--- src/rtl/mem_wb_stage.sv ---
// mem_wb_stage: MEM -> WB pipeline register with load formatting and
// alignment checking. One-cycle latency; every output comes from a register.
module mem_wb_stage #(
    parameter int DATA_W = 32,
    parameter int REG_AW = 5
) (
    input  logic              clk,
    input  logic              reset,
    input  logic              stall,
    input  logic              flush,
    input  logic              in_valid,
    input  logic              RegWrite_in,
    input  logic              MemtoReg_in,
    input  logic              MemRead_in,
    input  logic [2:0]        load_type,
    input  logic [DATA_W-1:0] alu_result,
    input  logic [DATA_W-1:0] mem_rdata,
    input  logic [REG_AW-1:0] rd_in,
    output logic              wb_valid,
    output logic              wb_we,
    output logic [REG_AW-1:0] wb_rd,
    output logic [DATA_W-1:0] wb_data,
    output logic              wb_exc,
    output logic              fwd_we,
    output logic [REG_AW-1:0] fwd_rd,
    output logic [DATA_W-1:0] fwd_data
);

    localparam logic [2:0] LT_LW  = 3'b000;
    localparam logic [2:0] LT_LH  = 3'b001;
    localparam logic [2:0] LT_LHU = 3'b010;
    localparam logic [2:0] LT_LB  = 3'b011;
    localparam logic [2:0] LT_LBU = 3'b100;

    logic [1:0]        w_off;
    logic [DATA_W-1:0] w_rdata;
    logic [7:0]        w_byte;
    logic [15:0]       w_half;
    logic [DATA_W-1:0] w_fmt;
    logic              w_err;
    logic [DATA_W-1:0] w_data;
    logic              w_we;

    logic              r_valid;
    logic              r_we;
    logic [REG_AW-1:0] r_rd;
    logic [DATA_W-1:0] r_data;
    logic              r_exc;

    // Gate the memory word so an undriven outt on non-loads never reaches the datapath
    always_comb begin
        if (MemRead_in) begin
            w_rdata = mem_rdata;
        end else begin
            w_rdata = {DATA_W{1'b0}};
        end
    end

    // Lane extraction: byte and halfword picked by the low address bits
    always_comb begin
        w_off = alu_result[1:0];
        case (w_off)
            2'd0:    w_byte = w_rdata[7:0];
            2'd1:    w_byte = w_rdata[15:8];
            2'd2:    w_byte = w_rdata[23:16];
            2'd3:    w_byte = w_rdata[31:24];
            default: w_byte = 8'h00;
        endcase
        if (w_off[1]) begin
            w_half = w_rdata[31:16];
        end else begin
            w_half = w_rdata[15:0];
        end
    end

    // Load formatting and fault detection (misaligned or unknown load type)
    always_comb begin
        w_fmt = w_rdata;
        w_err = 1'b0;
        case (load_type)
            LT_LW: begin
                w_fmt = w_rdata;
                w_err = (w_off != 2'd0);
            end
            LT_LH: begin
                w_fmt = {{(DATA_W-16){w_half[15]}}, w_half};
                w_err = w_off[0];
            end
            LT_LHU: begin
                w_fmt = {{(DATA_W-16){1'b0}}, w_half};
                w_err = w_off[0];
            end
            LT_LB: begin
                w_fmt = {{(DATA_W-8){w_byte[7]}}, w_byte};
                w_err = 1'b0;
            end
            LT_LBU: begin
                w_fmt = {{(DATA_W-8){1'b0}}, w_byte};
                w_err = 1'b0;
            end
            default: begin
                w_fmt = alu_result;
                w_err = 1'b1;
            end
        endcase
        // Only loads can fault; ALU ops ignore load_type entirely
        if (!MemRead_in) begin
            w_err = 1'b0;
        end else begin
            w_err = w_err;
        end
    end

    // Writeback source select and write-enable qualification
    always_comb begin
        if (MemRead_in && MemtoReg_in && !w_err) begin
            w_data = w_fmt;
        end else begin
            w_data = alu_result;
        end
        w_we = in_valid & RegWrite_in & (rd_in != {REG_AW{1'b0}}) & ~w_err;
    end

    // Stage register: reset > flush > stall > capture; invalid input captures a bubble
    always_ff @(posedge clk) begin
        if (reset || flush) begin
            r_valid <= 1'b0;
            r_we    <= 1'b0;
            r_rd    <= {REG_AW{1'b0}};
            r_data  <= {DATA_W{1'b0}};
            r_exc   <= 1'b0;
        end else if (stall) begin
            r_valid <= r_valid;
            r_we    <= r_we;
            r_rd    <= r_rd;
            r_data  <= r_data;
            r_exc   <= r_exc;
        end else if (!in_valid) begin
            r_valid <= 1'b0;
            r_we    <= 1'b0;
            r_rd    <= {REG_AW{1'b0}};
            r_data  <= {DATA_W{1'b0}};
            r_exc   <= 1'b0;
        end else begin
            r_valid <= 1'b1;
            r_we    <= w_we;
            r_rd    <= rd_in;
            r_data  <= w_data;
            r_exc   <= w_err;
        end
    end

    assign wb_valid = r_valid;
    assign wb_we    = r_we;
    assign wb_rd    = r_rd;
    assign wb_data  = r_data;
    assign wb_exc   = r_exc;

    // Forwarding unit sees exactly the retiring bundle
    assign fwd_we   = r_we;
    assign fwd_rd   = r_rd;
    assign fwd_data = r_data;

endmodule

--- config.mk ---
export PLATFORM = sky130hd
export DESIGN_NAME = mem_wb_stage
export DESIGN_NICKNAME = d
export VERILOG_FILES = /design/src/rtl/mem_wb_stage.sv
export SDC_FILE = /design/constraint.sdc
export NUM_CORES = 1
export LEC_CHECK = 0
export ABC_AREA = 1
export BUFFER_PORTS_ARGS = -buffer_cell sky130_fd_sc_hd__buf_2
export CORE_ASPECT_RATIO = 1.4
export CORE_MARGIN = 8
export CORE_UTILIZATION = 35
export DETAILED_ROUTE_END_ITERATION = 10
export GPL_ROUTABILITY_DRIVEN = 0
export PLACE_DENSITY = 0.64
export SKIP_CTS_REPAIR_TIMING = 1
export SLEW_MARGIN = 15
export SYNTH_ARGS = -nofsm -noshare
export SYNTH_HDL_FRONTEND = slang
export SYNTH_SLANG_ARGS = --single-unit
--- constraint.sdc ---
create_clock -name clk -period 1.75 [get_ports clk]
set_input_delay 0.0875 -clock clk [delete_from_list [all_inputs] [get_ports clk]]
set_output_delay 0.0875 -clock clk [all_outputs]
set_load 0.03 [all_outputs]
==> results.txt, run 1 <==
Max-slew headroom: 0.427
register area: 801 sq um
commonest non-fill, non-tap cell in the layout: nand2_1
met2 GRT Util: 0.292
critical path data required time: 1.88 ns
routing usage on met1: 0.199
Ys Warns: 0
top cell type's share of synthesized area: 0.245
leakage power: 0.00216 uW
CP Class: in -> reg
pwr dens: 629 nW/um^2
worst-path maximum fanout: 16
register area share after synthesis: 0.245
Top Usage Layer GRT: met2
mean post-synth cell area: 5.76 sq um
initial antenna violation count: 1
hpwl dp: 8970 um
All-Layer GR Usage: 0.173
CP arrival: 1.48 ns
Die Y: 130 um
min Tclk post-route: 1.35 ns
Tot Pwr: 2480 uW
Post-Synth XOR/XNOR Area: 0
final core occ: 0.434
crit path to: fwd_data[18]
IO Pins: 158
outcome: finished, final reports clean
CTS tree: yes
Worst Reg-to-Reg Cells: 4
RSZ-0062 raised after global routing: false
H-tree levels: 2
final period utilization: 0.770
vias per inst: 4.85
PortBufs: 157
Post-layout nets: 751
row count: 41
most frequent cells in the layout: 187 x nand2_1, 157 x buf_2, 74 x a21oi_1
Peak VDD IR: 311 uV
ratio of cells with drive above 1 in the final layout: 0.295
Num CTS Buffers: 5
synthesis-to-finish area growth: 20.5%
vias in the first global route: 3583
r2r endpoint: fwd_data[4]
post-synthesis mux area share: 0
worst skew pair latency: 0.28 ns
grt total ovfl: 0
worst slew pin tran: 0.859 ns
post-route ant nets: 0
reg2reg setup slack: 1.06 ns
Mapped Nets: 648
routed via count: 3786
design area: 3940 sq um
placed cell area: 3800 sq um
min-delay worst type: in -> reg
largest family of logic cells by synthesized area: simple AND/OR/NAND/NOR gates
Cell variety after synth: 25
clock tree buffer depth: 2
largest net degree at the start of global routing: 41
clock sinks: 40
Synth Area in Compound Gates: 0.153
final WL: 11500 um
CTS Root Cell: clkbuf_16
Synth Area in Adders: 0
area of the core: 9080 sq um
die area: 12700 sq um
Post-Synth Simple-Gate Area: 0.386
Clock Pin Slew Worst Setup and Hold Paths: 0.06 ns
Worst R2R Start: fwd_data[4]
area of the multi-input gates: 1760 sq um
Post-Synthesis Cells: 568
Max Slew Vio Count: 0
Clock Skew: 0 ns
max_cap viols: 0
die width: 97.7 um
Setup Viol. Count Final: 0
Starting Density: 0.360
drt pass-1 iters: 5
met3 GRT Util: 0.0439
first-pass GRT wire length: 18000 um
type of origin of the critical path: input pin
fill count: 1018
drt drc: 0
Hold Vio Cnt, Final: 0
Crit. End Element: register
register bit total from synthesis: 40
Final TNS setup: 0 ns
crit path launch: alu_result[0]
Max Clock Freq: 743 MHz
synth top area cells: dfxtp_1 24%, nand2_1 21%, a21oi_1 11%
drt initial violations: 237
WL per Instance: 14.7 um
Netlist Area Pre-Place: 3270 sq um
Synth area leader: dfxtp_1
[report_power, final]
group	leakage, uW	switching [uW]	internal (uW)
Clock	0.0000657	374	518
Sequential	0.000324	14.7	931
Combinational	0.00177	427	216
Total	0.00216	815	1670
[state kept, by name, summed over array words and instances (netlist names)]
register,cells
wb_exc,1
fwd_we,1
fwd_data,32
fwd_rd,5
wb_valid,1
[metal layers]
layer | vias up | wire length, um | share of wire
met4 | 0 | 343 | 0.030
met1 | 1679 | 4770 | 0.41
met3 | 22 | 767 | 0.067
met5 | - | 0 | 0
li1 | 1943 | - | -
met2 | 142 | 5620 | 0.49
[synth_stat cells (all sizes together)]
cell type / count
a21o: 1
a21oi: 78
a31oi: 6
and2: 1
buf: 64
clkbuf: 8
dfxtp: 40
dlygate4sd1: 1
inv: 53
nand2: 193
nand3: 34
nand4: 6
nor2: 71
nor3: 1
o21ai: 10
or2: 1
[cell families (layout without fill, tap and decap cells)]
kind of cell    Yosys count  in the layout
compound gates           95             95
buf+inv                 126            229
flops                    40             40
other cells               0              2
simple gates            307            307
[area by class of cell]
type / count / area share
antenna: 2 / 0.00127
clock buffer: 5 / 0.0317
clock inverter: 2 / 0.00317
inverter: 53 / 0.0505
multi-input combinational: 402 / 0.448
sequential: 40 / 0.203
tap: 107 / 0.0340
timing repair buffer: 169 / 0.229
[critical path, cell delays in order]
cell and delay [ns]:
buf_2 0.17, inv_2 0.14, nand2_1 0.10, inv_2 0.14, nand2_1 0.13, nand3_4 0.17, nand2_2 0.06, inv_2 0.23
nand2_1 0.11, nand2_1 0.08, a21oi_1 0.05
[stage by stage]
stage	hold WS, ns	instances	setup WS, ns
floorplan	0.232	568	0.501
global placement	0.352	771	0.162
detailed placement	0.356	771	0.126
CTS	0.0501	778	0.426
global route	0.0751	779	0.254
finish	0.0581	780	0.403
[worst min-delay path by stage]
stage	start	end	slack, ns	cells past startpoint
2_1_floorplan	rd_in[4]	fwd_rd[4]	0.23	2
3_3_place_gp	rd_in[1]	fwd_rd[1]	0.35	3
3_5_place_dp	rd_in[0]	fwd_rd[0]	0.36	3
4_1_cts	rd_in[4]	fwd_rd[4]	0.05	3
5_1_grt	rd_in[0]	fwd_rd[0]	0.08	3
6_report	rd_in[0]	fwd_rd[0]	0.06	3
(Power assumes the default switching activity.)
==> run 2, diff against run 1 <==
- PLACE_DENSITY: 0.64 -> 0.67
- clock period: 1.75 -> 1.2 ns (I/O delays scaled with it)
==> results.txt, run 2 (synthesized netlist as in run 1, its figures left out) <==
die area: 12700 sq um (unchanged)
max_cap viols: 0 (unchanged)
max reg flops: 32 (unchanged)
initial antenna violation count: 1 (unchanged)
final WL: 11800 um (+2.3%)
final period utilization: 0.883
CTS Root Cell: clkbuf_16
hold_ws: 0.0343 ns (-0.0238 ns)
placed cell area: 4180 sq um (+10%)
Crit. End Element: register
Num CTS Buffers: 5 (unchanged)
Die Y: 130 um (unchanged)
Final TNS setup: 0 ns (unchanged)
slowest CP cell: buf_4
IO Pins: 158 (unchanged)
Clock Skew: 0 ns (unchanged)
DRT met1 WL: 4710 um (-1.2%)
Max-slew headroom: 0.725 (+0.298)
drt pass-1 iters: 5 (unchanged)
RSZ-0062 raised after global routing: false
Starting Density: 0.360 (unchanged)
outcome: finished, final reports clean
ratio of cells with drive above 1 in the final layout: 0.351 (+0.0563)
min Tclk post-route: 1.06 ns
post-route ant nets: 0 (unchanged)
type of origin of the critical path: input pin
CP arrival: 1.28 ns (-0.20 ns)
clock tree buffer depth: 2 (unchanged)
Post-layout nets: 799 (+6.4%)
met3 WL: 807 um (+5.2%)
routed via count: 4026 (+6.3%)
H-tree levels: 2 (unchanged)
die width: 97.7 um (unchanged)
Tot Pwr: 4050 uW (+63%)
Peak VDD IR: 553 uV (+78%)
Max Slew Vio Count: 0 (unchanged)
final core occ: 0.485 (+0.0507)
synthesis-to-finish area growth: 34.6%
Setup Viol. Count Final: 0 (unchanged)
first-pass GRT wire length: 19200 um (+6.4%)
CP cell instances: buf_2 -> inv_2 -> nand2_1 -> nand3_1 -> nand2_1 -> inv_2 -> nand3_4 -> buf_4 -> a21oi_1 -> nand2_1 -> a21oi_1
clock sinks: 40 (unchanged)
min-delay worst type: in -> reg
pwr dens: 921 nW/um^2 (+46%)
most frequent CP cell: nand2_1
PortBufs: 157 (unchanged)
CP Class: in -> reg
grt total ovfl: 0 (unchanged)
design area: 4400 sq um (+12%)
vias in the first global route: 3980 (+11%)
WL per Instance: 14.2 um (-3.6%)
Hold Vio Cnt, Final: 0 (unchanged)
wire length on met2: 5960 um (+6.0%)
worst skew pair latency: 0.28 ns (about the same)
vias per inst: 4.86 (+0.17%)
CTS tree: yes
All-Layer GR Usage: 0.182 (+0.00959)
critical path data required time: 1.42 ns (-0.46 ns)
Max Clock Freq: 944 MHz
hpwl dp: 9530 um (+6.2%)
Worst Reg-to-Reg Cells: 2 (-2)
commonest non-fill, non-tap cell in the layout: nand2_1
largest net degree at the start of global routing: 41 (unchanged)
hold path cells: 3 (unchanged)
worst slew pin tran: 0.412 ns (-0.447 ns)
area of the core: 9080 sq um (unchanged)
drt drc: 0 (unchanged)
Worst path max stage delay: 0.23 ns (about the same)
worst-path maximum fanout: 11 (-5)
Clock Pin Slew Worst Setup and Hold Paths: 0.06 ns (about the same)
drt initial violations: 279 (+18%)
most frequent cells in the layout: 182 x nand2_1, 157 x buf_2, 73 x a21oi_1
Max Used Layer: met4
row count: 41 (unchanged)
leakage power: 0.00242 uW (+12%)
-- run 2: cell count changes in the layout (fill, tap and decap cells not counted), sizes merged --
cell      change
bufinv        +1
clkinvlp      -1
diode         -1
clkbuf        +1
buf          +48
-- run 2: cell type report --
type                       instances  area (sq um)
antenna                            1          2.50
clock buffer                       6           139
clock inverter                     2          38.8
fill                             975          4680
inverter                          53           204
multi-input combinational        402          1790
sequential                        40           801
tap                              107           134
timing repair buffer             217          1300
-- run 2: final timing paths --
kind	start	endpoint	slack, ns
worst max-delay path	alu_result[1]	fwd_data[5]	0.14
worst min-delay path	rd_in[4]	fwd_rd[4]	0.03
worst max register to register	fwd_data[5]	fwd_data[5]	0.52
worst min register to register	wb_valid	wb_valid	0.47
-- run 2: per-layer routing --
metal  up-vias  GRT usage
met3        24     0.0408
met5         -          0
met4         0     0.0801
met1      1784      0.203
met2       171      0.327
li1       2047          -
-- run 2: through the flow --
stage / cells / setup WS (ns)
6_report: 828 / 0.141
5_1_grt: 828 / 0.00352
4_1_cts: 827 / 0.0355
3_5_place_dp: 819 / -0.260
3_3_place_gp: 819 / -0.251
2_1_floorplan: 568 / 0.0122
-- run 2: worst max-delay path: cells and delay by family --
kind	cells	cell delay, ns
simple gates	5	0.46
buf+inv	4	0.50
compound gates	2	0.26
-- run 2: where the power goes --
part | switching, uW | internal, uW
clock | 541 | 1040
combinational | 660 | 432
sequential | 21.6 | 1360
total | 1220 | 2830
